===== src/rtl/mem_arbiter.sv =====
// mem_arbiter: shares one single-port memory between instruction fetch (A)
// and load/store (B). Round-robin grant, bounded ownership lock for atomic
// sequences, registered read data with one-cycle latency.
module mem_arbiter #(
  parameter int unsigned LOCK_MAX = 8,
  parameter int unsigned WORD_W   = 32
) (
  input  logic              clk,
  input  logic              rst_n,
  input  logic              a_req,
  input  logic              a_we,
  input  logic              a_lock,
  input  logic [WORD_W-1:0] a_addr,
  input  logic [WORD_W-1:0] a_wdata,
  input  logic              b_req,
  input  logic              b_we,
  input  logic              b_lock,
  input  logic [WORD_W-1:0] b_addr,
  input  logic [WORD_W-1:0] b_wdata,
  output logic              a_gnt,
  output logic              b_gnt,
  output logic              a_rvalid,
  output logic              b_rvalid,
  output logic [WORD_W-1:0] a_rdata,
  output logic [WORD_W-1:0] b_rdata,
  output logic [WORD_W-1:0] mem_a,
  output logic              mem_we,
  output logic [WORD_W-1:0] mem_wd,
  input  logic [WORD_W-1:0] mem_rd
);

  localparam logic [1:0] ARB   = 2'd0;
  localparam logic [1:0] OWN_A = 2'd1;
  localparam logic [1:0] OWN_B = 2'd2;

  localparam logic [7:0] LOCK_LIM = 8'(LOCK_MAX);

  // prio: 0 = A wins a tie, 1 = B wins a tie
  logic [1:0] state, state_n;
  logic       prio, prio_n;
  logic [7:0] lock_cnt, cnt_n;
  logic       gnt_a, gnt_b;

  // Grant decision and next-state for arbitration, ownership and lock count
  always_comb begin
    gnt_a   = 1'b0;
    gnt_b   = 1'b0;
    state_n = state;
    prio_n  = prio;
    cnt_n   = lock_cnt;
    case (state)
      ARB: begin
        if (a_req && (!b_req || !prio)) gnt_a = 1'b1;
        else if (b_req)                 gnt_b = 1'b1;
        if (gnt_a) begin
          prio_n = 1'b1;
          if (a_lock) begin
            state_n = OWN_A;
            cnt_n   = 8'd1;
          end
        end
        if (gnt_b) begin
          prio_n = 1'b0;
          if (b_lock) begin
            state_n = OWN_B;
            cnt_n   = 8'd1;
          end
        end
      end
      OWN_A: begin
        // Forced release pre-empts the owner's request in the same cycle
        if (lock_cnt == LOCK_LIM && b_req) begin
          state_n = ARB;
          prio_n  = 1'b1;
          cnt_n   = '0;
        end else if (a_req) begin
          gnt_a = 1'b1;
          if (a_lock) begin
            if (b_req) cnt_n = 8'(lock_cnt + 8'd1);
          end else begin
            state_n = ARB;
            prio_n  = 1'b1;
            cnt_n   = '0;
          end
        end else if (!a_lock) begin
          state_n = ARB;
          prio_n  = 1'b1;
          cnt_n   = '0;
        end
      end
      OWN_B: begin
        if (lock_cnt == LOCK_LIM && a_req) begin
          state_n = ARB;
          prio_n  = 1'b0;
          cnt_n   = '0;
        end else if (b_req) begin
          gnt_b = 1'b1;
          if (b_lock) begin
            if (a_req) cnt_n = 8'(lock_cnt + 8'd1);
          end else begin
            state_n = ARB;
            prio_n  = 1'b0;
            cnt_n   = '0;
          end
        end else if (!b_lock) begin
          state_n = ARB;
          prio_n  = 1'b0;
          cnt_n   = '0;
        end
      end
      default: begin
        state_n = ARB;
        cnt_n   = '0;
      end
    endcase
  end

  // Grants are suppressed while reset is held so no access leaks out
  always_comb begin
    a_gnt  = gnt_a & rst_n;
    b_gnt  = gnt_b & rst_n;
    mem_a  = '0;
    mem_we = 1'b0;
    mem_wd = '0;
    if (a_gnt) begin
      mem_a  = a_addr;
      mem_we = a_we;
      mem_wd = a_wdata;
    end else if (b_gnt) begin
      mem_a  = b_addr;
      mem_we = b_we;
      mem_wd = b_wdata;
    end
  end

  // Arbitration state registers
  always_ff @(posedge clk or negedge rst_n) begin
    if (!rst_n) begin
      state    <= ARB;
      prio     <= 1'b0;
      lock_cnt <= '0;
    end else begin
      state    <= state_n;
      prio     <= prio_n;
      lock_cnt <= cnt_n;
    end
  end

  // Capture read data for the granted reader; rvalid pulses one cycle
  always_ff @(posedge clk or negedge rst_n) begin
    if (!rst_n) begin
      a_rvalid <= 1'b0;
      b_rvalid <= 1'b0;
      a_rdata  <= '0;
      b_rdata  <= '0;
    end else begin
      a_rvalid <= a_gnt & ~a_we;
      b_rvalid <= b_gnt & ~b_we;
      if (a_gnt && !a_we) a_rdata <= mem_rd;
      if (b_gnt && !b_we) b_rdata <= mem_rd;
    end
  end

endmodule


===== config.mk =====
export PLATFORM = sky130hd
export DESIGN_NAME = mem_arbiter
export DESIGN_NICKNAME = d
export VERILOG_FILES = /design/src/rtl/mem_arbiter.sv
export SDC_FILE = /design/constraint.sdc
export NUM_CORES = 1
export LEC_CHECK = 0
export BUFFER_PORTS_ARGS = -buffer_cell sky130_fd_sc_hd__buf_2
export CAP_MARGIN = 5
export CORE_MARGIN = 4
export CORE_UTILIZATION = 30
export CTS_CLUSTER_SIZE = 40
export DETAILED_ROUTE_END_ITERATION = 6
export SLEW_MARGIN = 25
export SYNTH_ARGS = -nofsm -noshare
export SYNTH_HDL_FRONTEND = slang
export SYNTH_SLANG_ARGS = --single-unit

===== constraint.sdc =====
create_clock -name clk -period 2.89 [get_ports clk]
set_clock_uncertainty 0.1 [all_clocks]
set_input_delay 0.578 -clock clk [delete_from_list [all_inputs] [get_ports clk]]
set_output_delay 0.578 -clock clk [all_outputs]
set_load 0.02 [all_outputs]

* Word-level counts from Yosys, hierarchy flattened
Index checks and enable logic that the tools add are counted.
** Word-level totals
- Flip-flop bits (word level) :: 77
- Latch bits :: 0
- Memory bits (read-only) :: 0
- RAM bits :: 0
- Input port bits :: 168
- Memories kept :: 0
- Output and inout bits :: 133
- Word-level logic and storage cells :: 86
** Operators by class
- Multipliers :: 0
- Multiplexer cells :: 47
- Add/subtract/negate cells :: 1
- Divide/modulo/power cells :: 0
- Shift operators :: 0
- $lt $le $gt $ge :: 0
- Bitwise operators :: 6
- Equality and inequality tests :: 10
- Reductions and logical operators :: 15
** Operators by type and width (count)
- 2-to-1 mux 32 bit :: 4
- 2-to-1 mux 8 bit :: 14
- case mux 8 bit (3 select lines) :: 1
- 2-to-1 mux 1 bit :: 16
- 2-to-1 mux 2 bit :: 8
- != test 4 bit (second input constant) :: 4
- != test 3 bit (second input constant) :: 3
- adder 8 x 1 -> 8 bit (second input constant) :: 1
- equality test 8 x 4 -> 1 bit (second input constant) :: 1
- AND reduction 4 bit :: 2
- case mux 2 bit (3 select lines) :: 1
- logical AND 1 bit :: 5
- bitwise AND 1 bit :: 4
- zero test 1 bit :: 4
- case mux 1 bit (2 select lines) :: 2
- case mux 1 bit (3 select lines) :: 1
- nonzero test 3 bit :: 1
- equality test 2 x 1 -> 1 bit (second input constant) :: 1
- equality test 2 bit (second input constant) :: 1
- zero test 2 bit :: 1
- NOT 1 bit :: 2
- AND reduction 2 bit :: 1
- logical OR 1 bit :: 1

* Longest topological paths before layout
Gate-level depths: netlist of run 1.
- Word-level depth :: 9
- Mapped depth :: 9
- Mapped depth without buffers :: 7

* Least setup slack after synthesis of run 1
Ideal clock, no wire load.
- Path kind :: register -> output
- Start :: register lock_cnt[0]
- End :: output port mem_a[0]
- Path slack :: 271 ps
- Path buffers :: 2
- Data required time :: 2212 ps
- Cell stages (with the launch flop) :: 10
- Data arrival time :: 1941 ps
- Cell sequence :: dfrtp_1 > inv_1 > ha_1 > nor4b_4 > a21boi_2 > o211a_1 > nor2_1 > buf_2 > buf_2 > a22o_1
** Between the ends
- Longest elaborated chain between the ends :: 7
- Elaborated cells between the ends (all ways) :: 11
- Classes of those cells :: 1 x eq/ne; 6 x mux; 2 x bitwise; 2 x reduce/logical
** RTL lines
- start: declaration :: RTL line 41 : logic [7:0] lock_cnt, cnt_n;
- start signal: assignment :: RTL line 145 : lock_cnt <= cnt_n;
- equality test 8 x 4 -> 1 bit * :: RTL line 72, 92
- logical AND 1 bit :: RTL line 92 : if (lock_cnt == LOCK_LIM && a_req) begin
- 2-to-1 mux 1 bit :: RTL line 92
- case mux 1 bit (2 select lines) :: RTL line 51 : case (state)
- bitwise AND 1 bit :: RTL line 121 : b_gnt = gnt_b & rst_n;
- 2-to-1 mux 32 bit :: RTL line 129 : end else if (b_gnt) begin
- 2-to-1 mux 32 bit * :: RTL line 125 : if (a_gnt) begin
- end: declaration :: RTL line 26 : output logic [WORD_W-1:0] mem_a,
Every way passes the cells marked *; elsewhere a longest branch is shown, timed or not.

* Final worst setup path of run 1
- Start :: register lock_cnt[1]
- End :: output port mem_a[28]
Same word-level chain as after synthesis.

==> results of run 1 <==
==> worst max-delay path by stage <==
stage / startpoint / end / slack, ns / cells past startpoint
detailed placement: b_req / mem_wd[6] / -0.06 / 8
global placement: b_req / mem_wd[6] / -0.003 / 8
CTS: lock_cnt[0] / mem_a[29] / -0.16 / 11
global route: lock_cnt[0] / mem_a[30] / -0.29 / 11
floorplan: lock_cnt[0] / mem_a[0] / 0.27 / 9
finish: lock_cnt[1] / mem_a[28] / -0.17 / 11
==> stage by stage <==
step | util | std cells
after detailed placement | 0.437 | 776
after global placement | 0.437 | 776
after CTS | 0.516 | 811
final | 0.528 | 814
after floorplan | - | 313
after global routing | 0.528 | 814
==> power by group <==
part / switching [uW] / total [uW] / internal, uW / leakage, uW
Sequential: 271 / 1840 / 1570 / 0.000939
Combinational: 2190 / 4260 / 2070 / 0.00244
Clock: 446 / 1120 / 675 / 0.000143
Total: 2900 / 7220 / 4320 / 0.00352
==> what timing repair did <==
item / 4_1_cts / 5_1_grt
resized for setup: 139 / 21
endpoints found under the setup margin: 65 / 65
hold buffers: 0 / 0
cloned: 5 / 3
pin swaps: 12 / 15
buffers inserted: 15 / 1
==> state kept, by name, indices dropped and copies added (netlist names) <==
signal,count
state,2
b_rdata,32
b_rvalid,1
lock_cnt,8
prio,1
a_rdata,32
a_rvalid,1
==> routing by layer <==
| layer | part of all wire | GRT usage | routed length (microns) |
|---|---|---|---|
| met1 | 0.39 | 0.256 | 6530 |
| met2 | 0.48 | 0.312 | 8090 |
| met3 | 0.12 | 0.0663 | 2020 |
| met4 | 0.010 | 0.0390 | 174 |
| met5 | 0.00042 | 0 | 7 |
==> cells in the mapped netlist, drive strengths merged <==
master / number / area [sq um]
or3: 8 / 50.1
o22ai: 1 / 6.26
and2: 1 / 6.26
a22o: 65 / 569
clkbuf: 3 / 11.3
and4bb: 2 / 25.0
nor3b: 1 / 7.51
a21oi: 6 / 30.0
o31ai: 1 / 7.51
o211ai: 1 / 7.51
nor2: 5 / 21.3
nor2b: 2 / 20.0
nand3: 3 / 15.0
o221ai: 4 / 35.0
nor3: 1 / 5.00
nand2: 10 / 37.5
o41ai: 1 / 8.76
or2: 1 / 6.26
inv: 11 / 41.3
a2bb2oi: 2 / 17.5
ha: 7 / 87.6
dfrtp: 77 / 1930
nand2b: 1 / 6.26
a32o: 1 / 10.0
a22oi: 1 / 12.5
mux2: 64 / 830
and3: 2 / 12.5
a32oi: 1 / 8.76
o211a: 1 / 10.0
o2bb2ai: 1 / 8.76
o21ai: 3 / 15.0
nor4b: 1 / 23.8
a21boi: 1 / 11.3
buf: 19 / 120
a31oi: 4 / 25.0
==> logic make-up (layout without fill, tap and decap cells) <==
logic type | Yosys count | in the layout | synth area share
compound gates | 94 | 94 | 0.194
fa+ha+maj | 7 | 7 | 0.0217
buf+inv | 33 | 358 | 0.0428
flops | 77 | 77 | 0.477
mux | 64 | 64 | 0.206
simple gates | 38 | 38 | 0.0586
==> worst reg2reg max path: stages, from the launching register on <==
cell and delay [ns]:
dfrtp_1 0.36, inv_2 0.06, ha_4 0.15, nor4b_4 0.12
buf_4 0.16, a21boi_2 0.16, o211a_4 0.22, buf_12 0.29
nor2b_4 0.27, buf_12 0.23, mux2_2 0.39
==> cells in the final DEF (no fill, tap or decap), types with 2 or more instances in the layout <==
cell | netlist | final
nor2_4 | 0 | 2
mux2_4 | 29 | 29
or3_1 | 8 | 8
buf_2 | 15 | 234
buf_4 | 0 | 18
o221ai_1 | 4 | 4
a22o_4 | 0 | 16
nand3_1 | 3 | 3
ha_1 | 7 | 6
inv_6 | 0 | 2
nand2_1 | 10 | 10
inv_2 | 0 | 2
nor2_1 | 4 | 3
buf_6 | 4 | 66
dfrtp_1 | 77 | 77
a21oi_1 | 6 | 5
and4bb_2 | 2 | 2
clkbuf_16 | 0 | 12
a2bb2oi_1 | 2 | 2
buf_16 | 0 | 4
a22o_1 | 65 | 49
inv_1 | 11 | 9
mux2_2 | 35 | 35
buf_12 | 0 | 6
and3_1 | 2 | 2
a31oi_1 | 4 | 4
==> area by class of cell <==
| class | count | area (sq um) | share of cell area |
|---|---|---|---|
| Sequential cell | 77 | 1930 | 0.277 |
| Clock inverter | 6 | 68.8 | 0.00988 |
| Multi-Input combinational cell | 203 | 2120 | 0.305 |
| Inverter | 11 | 41.3 | 0.00593 |
| Tap cell | 176 | 220 | 0.0316 |
| Timing Repair Buffer | 331 | 2350 | 0.338 |
| Clock buffer | 10 | 229 | 0.0329 |
==> results by group, run 1 <==
Synthesis
  • Average size of a mapped cell: 12.9 sq um
  • Yosys reg bits: 77
  • Sequential area share after synthesis: 0.477
  • Netlist Area Pre-Place: 0.00404 sq mm
  • Synth warn: 0
  • Mapped Nets: 488
  • Synth Instances: 313
  • Netlist cell types: 40

Setup path
  • CP bufs+invs: 5
  • CP peak stage delay: 0.39 ns
  • R2R Path End: a_rdata[0]
  • Kind of critical path: reg -> out
  • Worst r2r path cells: 10
  • Most frequent CP cell: buf_6
  • Critical Path RT: 2.21 ns
  • R2R Setup Slk: 0.29 ns
  • Crit path arrival time: 2.38 ns
  • CP Max Fanout: 8
  • Slowest-stage cell, CP: dfrtp_1
  • Startpoint Class: register
  • Crit-path cells: inv_2 > ha_4 > nor4b_4 > buf_4 > a21boi_2 > o211a_4 > nor2_4 > buf_6 > buf_16 > a22o_1 > buf_6
  • Crit end category: output port
  • Reg2reg start: lock_cnt[1]
  • Crit path max-delay family: buffers and inverters

Layout
  • Antenna Cells: 0
  • Share of cells above drive strength 1: 0.690
  • Area grow syn2layout: 72.6%
  • Nets@finish: 808
  • Post-route design area: 0.00697 sq mm
  • # fillers: 1147

Timing
  • Fin crit share: 1.06
  • Max transition margin: 0.485
  • Timing-limited maximum frequency: 327 MHz
  • Fin crit period: 3.06 ns
  • Final hold vios: 0
  • Setup total negative slack: -8.94 ns
  • Final worst slack: -0.167 ns
  • Setup violators final: 65
  • Slew Limit Fails: 0
  • Worst-Margin Slew: 0.773 ns
  • RSZ-0062 raised after global routing: yes
  • Final hold slack: 0.130 ns

Place
  • PortBufs: 300
  • DP Area: 0.00576 sq mm
  • DP HPWL: 12300 microns
  • Place WS: -0.0554 ns
  • Gpl congestion: 0.915

GRT
  • Vias in the first global route: 3990
  • Congestion Overflow GR: 0
  • Gr usage total: 0.194
  • Pin count of the biggest net entering global routing: 68
  • Initial antenna violation count: 1
  • First-pass GRT wire length: 22500 microns

Drt
  • DRT iter0 DRCs: 236
  • DRT antenna net count: 0
  • Via count: 4061
  • Vias per inst: 4.99
  • # DRC: 0
  • Avg WL per Cell: 20.7 microns
  • Drt pass-1 iters: 4
  • Final WL: 16800 microns

Pwr
  • Total power: 7220 uW
  • Leakage power: 0.00352 uW
  • Worst VDD drop: 0.430 mV
  • PD cells: 1040 mW/mm^2

Flow run
  • Total of max-cap violations: 0

Hold path
  • Worst hold path type: in -> async

Die
  • Die area: 0.0154 sq mm
  • Starting density of the core: 0.306
  • I/O pin total: 301
  • CORE AREA: 0.0132 sq mm
  • Horiz. Die Dim: 124 microns
  • Placement row count: 42
  • Die height: 124 microns

Outcome
  • Failing checks: negative setup slack
  • Status: finished with violations

Clock tree
  • Clock tree buffer depth: 2
  • CTS tree: yes
  • Clk_lat worst skew: 0.33 ns
  • Root buffer cell: clkbuf_16
  • CTS H-tree depth: 3
  • Clock-pin slew on the worst setup and hold paths: 0.06 ns
  • Clock sink count: 77
  • TritonCTS Buffers: 9
No activity file was read; power rests on OpenSTA's default activity.
==> run 2: changes to the inputs <==
- REMOVE_ABC_BUFFERS: not set -> 1
==> results by group, run 2 (synthesis gave the netlist of run 1 again) <==
Outcome
  • Status: finished with violations
  • Failing checks: negative setup slack

Drt
  • Vias per inst: 5.03 (+0.74%)
  • DRT antenna net count: 0 (unchanged)
  • Final WL: 17300 microns (+2.7%)
  • # DRC: 0 (unchanged)
  • Via count: 4086 (+0.62%)
  • DRT iter0 DRCs: 170 (-28%)
  • Avg WL per Cell: 21.2 microns (+2.8%)
  • Drt pass-1 iters: 4 (unchanged)

Pwr
  • PD cells: 1040 mW/mm^2 (+0.19%)
  • Worst VDD drop: 0.649 mV (+51%)
  • Leakage power: 0.00351 uW (-0.35%)
  • Total power: 7200 uW (-0.28%)

Timing
  • Max transition margin: 0.539 (+0.0541)
  • Setup violators final: 65 (unchanged)
  • Final worst slack: -0.174 ns (-0.00703 ns)
  • RSZ-0062 raised after global routing: yes
  • Slew Limit Fails: 0 (unchanged)
  • Worst-Margin Slew: 0.692 ns (-0.0811 ns)
  • Final hold slack: 0.326 ns (+0.196 ns)
  • Fin crit period: 3.06 ns (+0.00703 ns)
  • Timing-limited maximum frequency: 326 MHz (-0.23%)
  • Final hold vios: 0 (unchanged)
  • Fin crit share: 1.06 (+0.00243)
  • Setup total negative slack: -7.26 ns (+1.68 ns)

Die
  • I/O pin total: 301 (unchanged)
  • CORE AREA: 0.0132 sq mm (unchanged)
  • Starting density of the core: 0.306 (unchanged)
  • Die area: 0.0154 sq mm (unchanged)
  • Horiz. Die Dim: 124 microns (unchanged)
  • Placement row count: 42 (unchanged)
  • Die height: 124 microns (unchanged)

Setup path
  • CP startpoint: lock_cnt[0]
  • CP peak stage delay: 0.39 ns (about the same)
  • Crit end category: output port
  • Reg2reg start: state[0]
  • R2R Setup Slk: 0.29 ns (about the same)
  • Crit path max-delay family: buffers and inverters
  • Crit-path cells: inv_2 > ha_4 > nor4b_4 > buf_4 > a21oi_4 > o21ai_2 > nor2_4 > buf_12 > buf_16 > a22o_1 > buf_6
  • Crit path arrival time: 2.39 ns (about the same)
  • CP Max Fanout: 11 (+3)
  • Slowest-stage cell, CP: dfrtp_1
  • Kind of critical path: reg -> out
  • CP bufs+invs: 5 (unchanged)
  • Critical Path RT: 2.21 ns (about the same)
  • Startpoint Class: register

Place
  • DP HPWL: 12900 microns (+4.6%)
  • PortBufs: 300 (unchanged)
  • Gpl congestion: 0.811 (-11%)

Clock tree
  • Clock sink count: 77 (unchanged)
  • Clock-pin slew on the worst setup and hold paths: 0.06 ns (about the same)
  • Hold-fix buffers, CTS: 0 (unchanged)
  • TritonCTS Buffers: 9 (unchanged)
  • Clock tree buffer depth: 2 (unchanged)
  • Root buffer cell: clkbuf_16
  • CTS tree: yes
  • Clk_lat worst skew: 0.33 ns (about the same)
  • CTS H-tree depth: 3 (unchanged)

Layout
  • Nets@finish: 807 (-0.12%)
  • Most common cell after layout, fill and taps aside: buf_2
  • Most frequent cells in the layout: buf_2, dfrtp_1, buf_6
  • Largest regs: a_rdata: 32 flops, b_rdata: 32 flops, lock_cnt: 8 flops
  • Share of cells above drive strength 1: 0.687 (-0.00304)
  • Area grow syn2layout: 71.8%

GRT
  • First-pass GRT wire length: 23600 microns (+4.9%)
  • Pin count of the biggest net entering global routing: 78 (+15%)
  • Initial antenna violation count: 0 (-1)
  • Vias in the first global route: 4316 (+8.2%)
  • Gr usage total: 0.203 (+0.00899)
  • Congestion Overflow GR: 0 (unchanged)

Flow run
  • Total of max-cap violations: 0 (unchanged)

Hold path
  • Worst hold path type: in -> async
run 2: worst paths after layout:
kind                               endpoint  depth (start not counted)
worst min-delay path               state[1]                          2
worst max-delay path              mem_wd[6]                         11
worst min register to register  b_rdata[28]                          1
worst max register to register   a_rdata[1]                          9
max in group asynchronous       lock_cnt[4]                          2
min in group clk                a_rdata[13]                          2
run 2: what timing repair did:
action,in CTS,in global routing
gates resized for setup,124,31
setup buffers,9,3
gates cloned,3,4
pin swaps,16,8
hold endpoints to repair,0,0
endpoints found under the setup margin,65,66
run 2: final cells by class:
class,count,area (sq um)
diodes,2,5.00
clock buffers,9,225
inverters,11,41.3
fillers,1166,6260
well taps,176,220
flip-flops and latches,77,1930
repair buffers,330,2330
clock inverters,5,77.6
multi-input cells,203,2110
run 2: power by group:
part           internal (uW)  switching [uW]
sequential              1570             284
combinational           2020            2160
clock                    743             417
run 2: metrics by stage:
step | setup WS (ns) | std cells | area (sq um) | util
3_3_place_gp | 0.0164 | 778 | 5800 | 0.440
4_1_cts | -0.145 | 804 | 6670 | 0.506
2_1_floorplan | -2.32 | 291 | 3910 | -
6_report | -0.174 | 813 | 6930 | 0.526
3_5_place_dp | 0.000246 | 778 | 5800 | 0.440
5_1_grt | -0.247 | 811 | 6930 | 0.525
run 2: routing by layer:
| metal | part of all wire | vias up | global-route usage |
|---|---|---|---|
| met5 | 0 | - | 0 |
| met1 | 0.35 | 2008 | 0.226 |
| met4 | 0.021 | 0 | 0.0780 |
| li1 | - | 1842 | - |
| met2 | 0.53 | 210 | 0.366 |
| met3 | 0.10 | 26 | 0.0568 |
run 2: worst reg2reg max path: stages (launching register included):
cell and delay [ns]:
dfrtp_1 0.43, inv_1 0.10, ha_1 0.25, nor2b_1 0.21, o211a_4 0.22, buf_12 0.16
buf_12 0.16, nor2b_4 0.17, buf_12 0.25, mux2_2 0.43
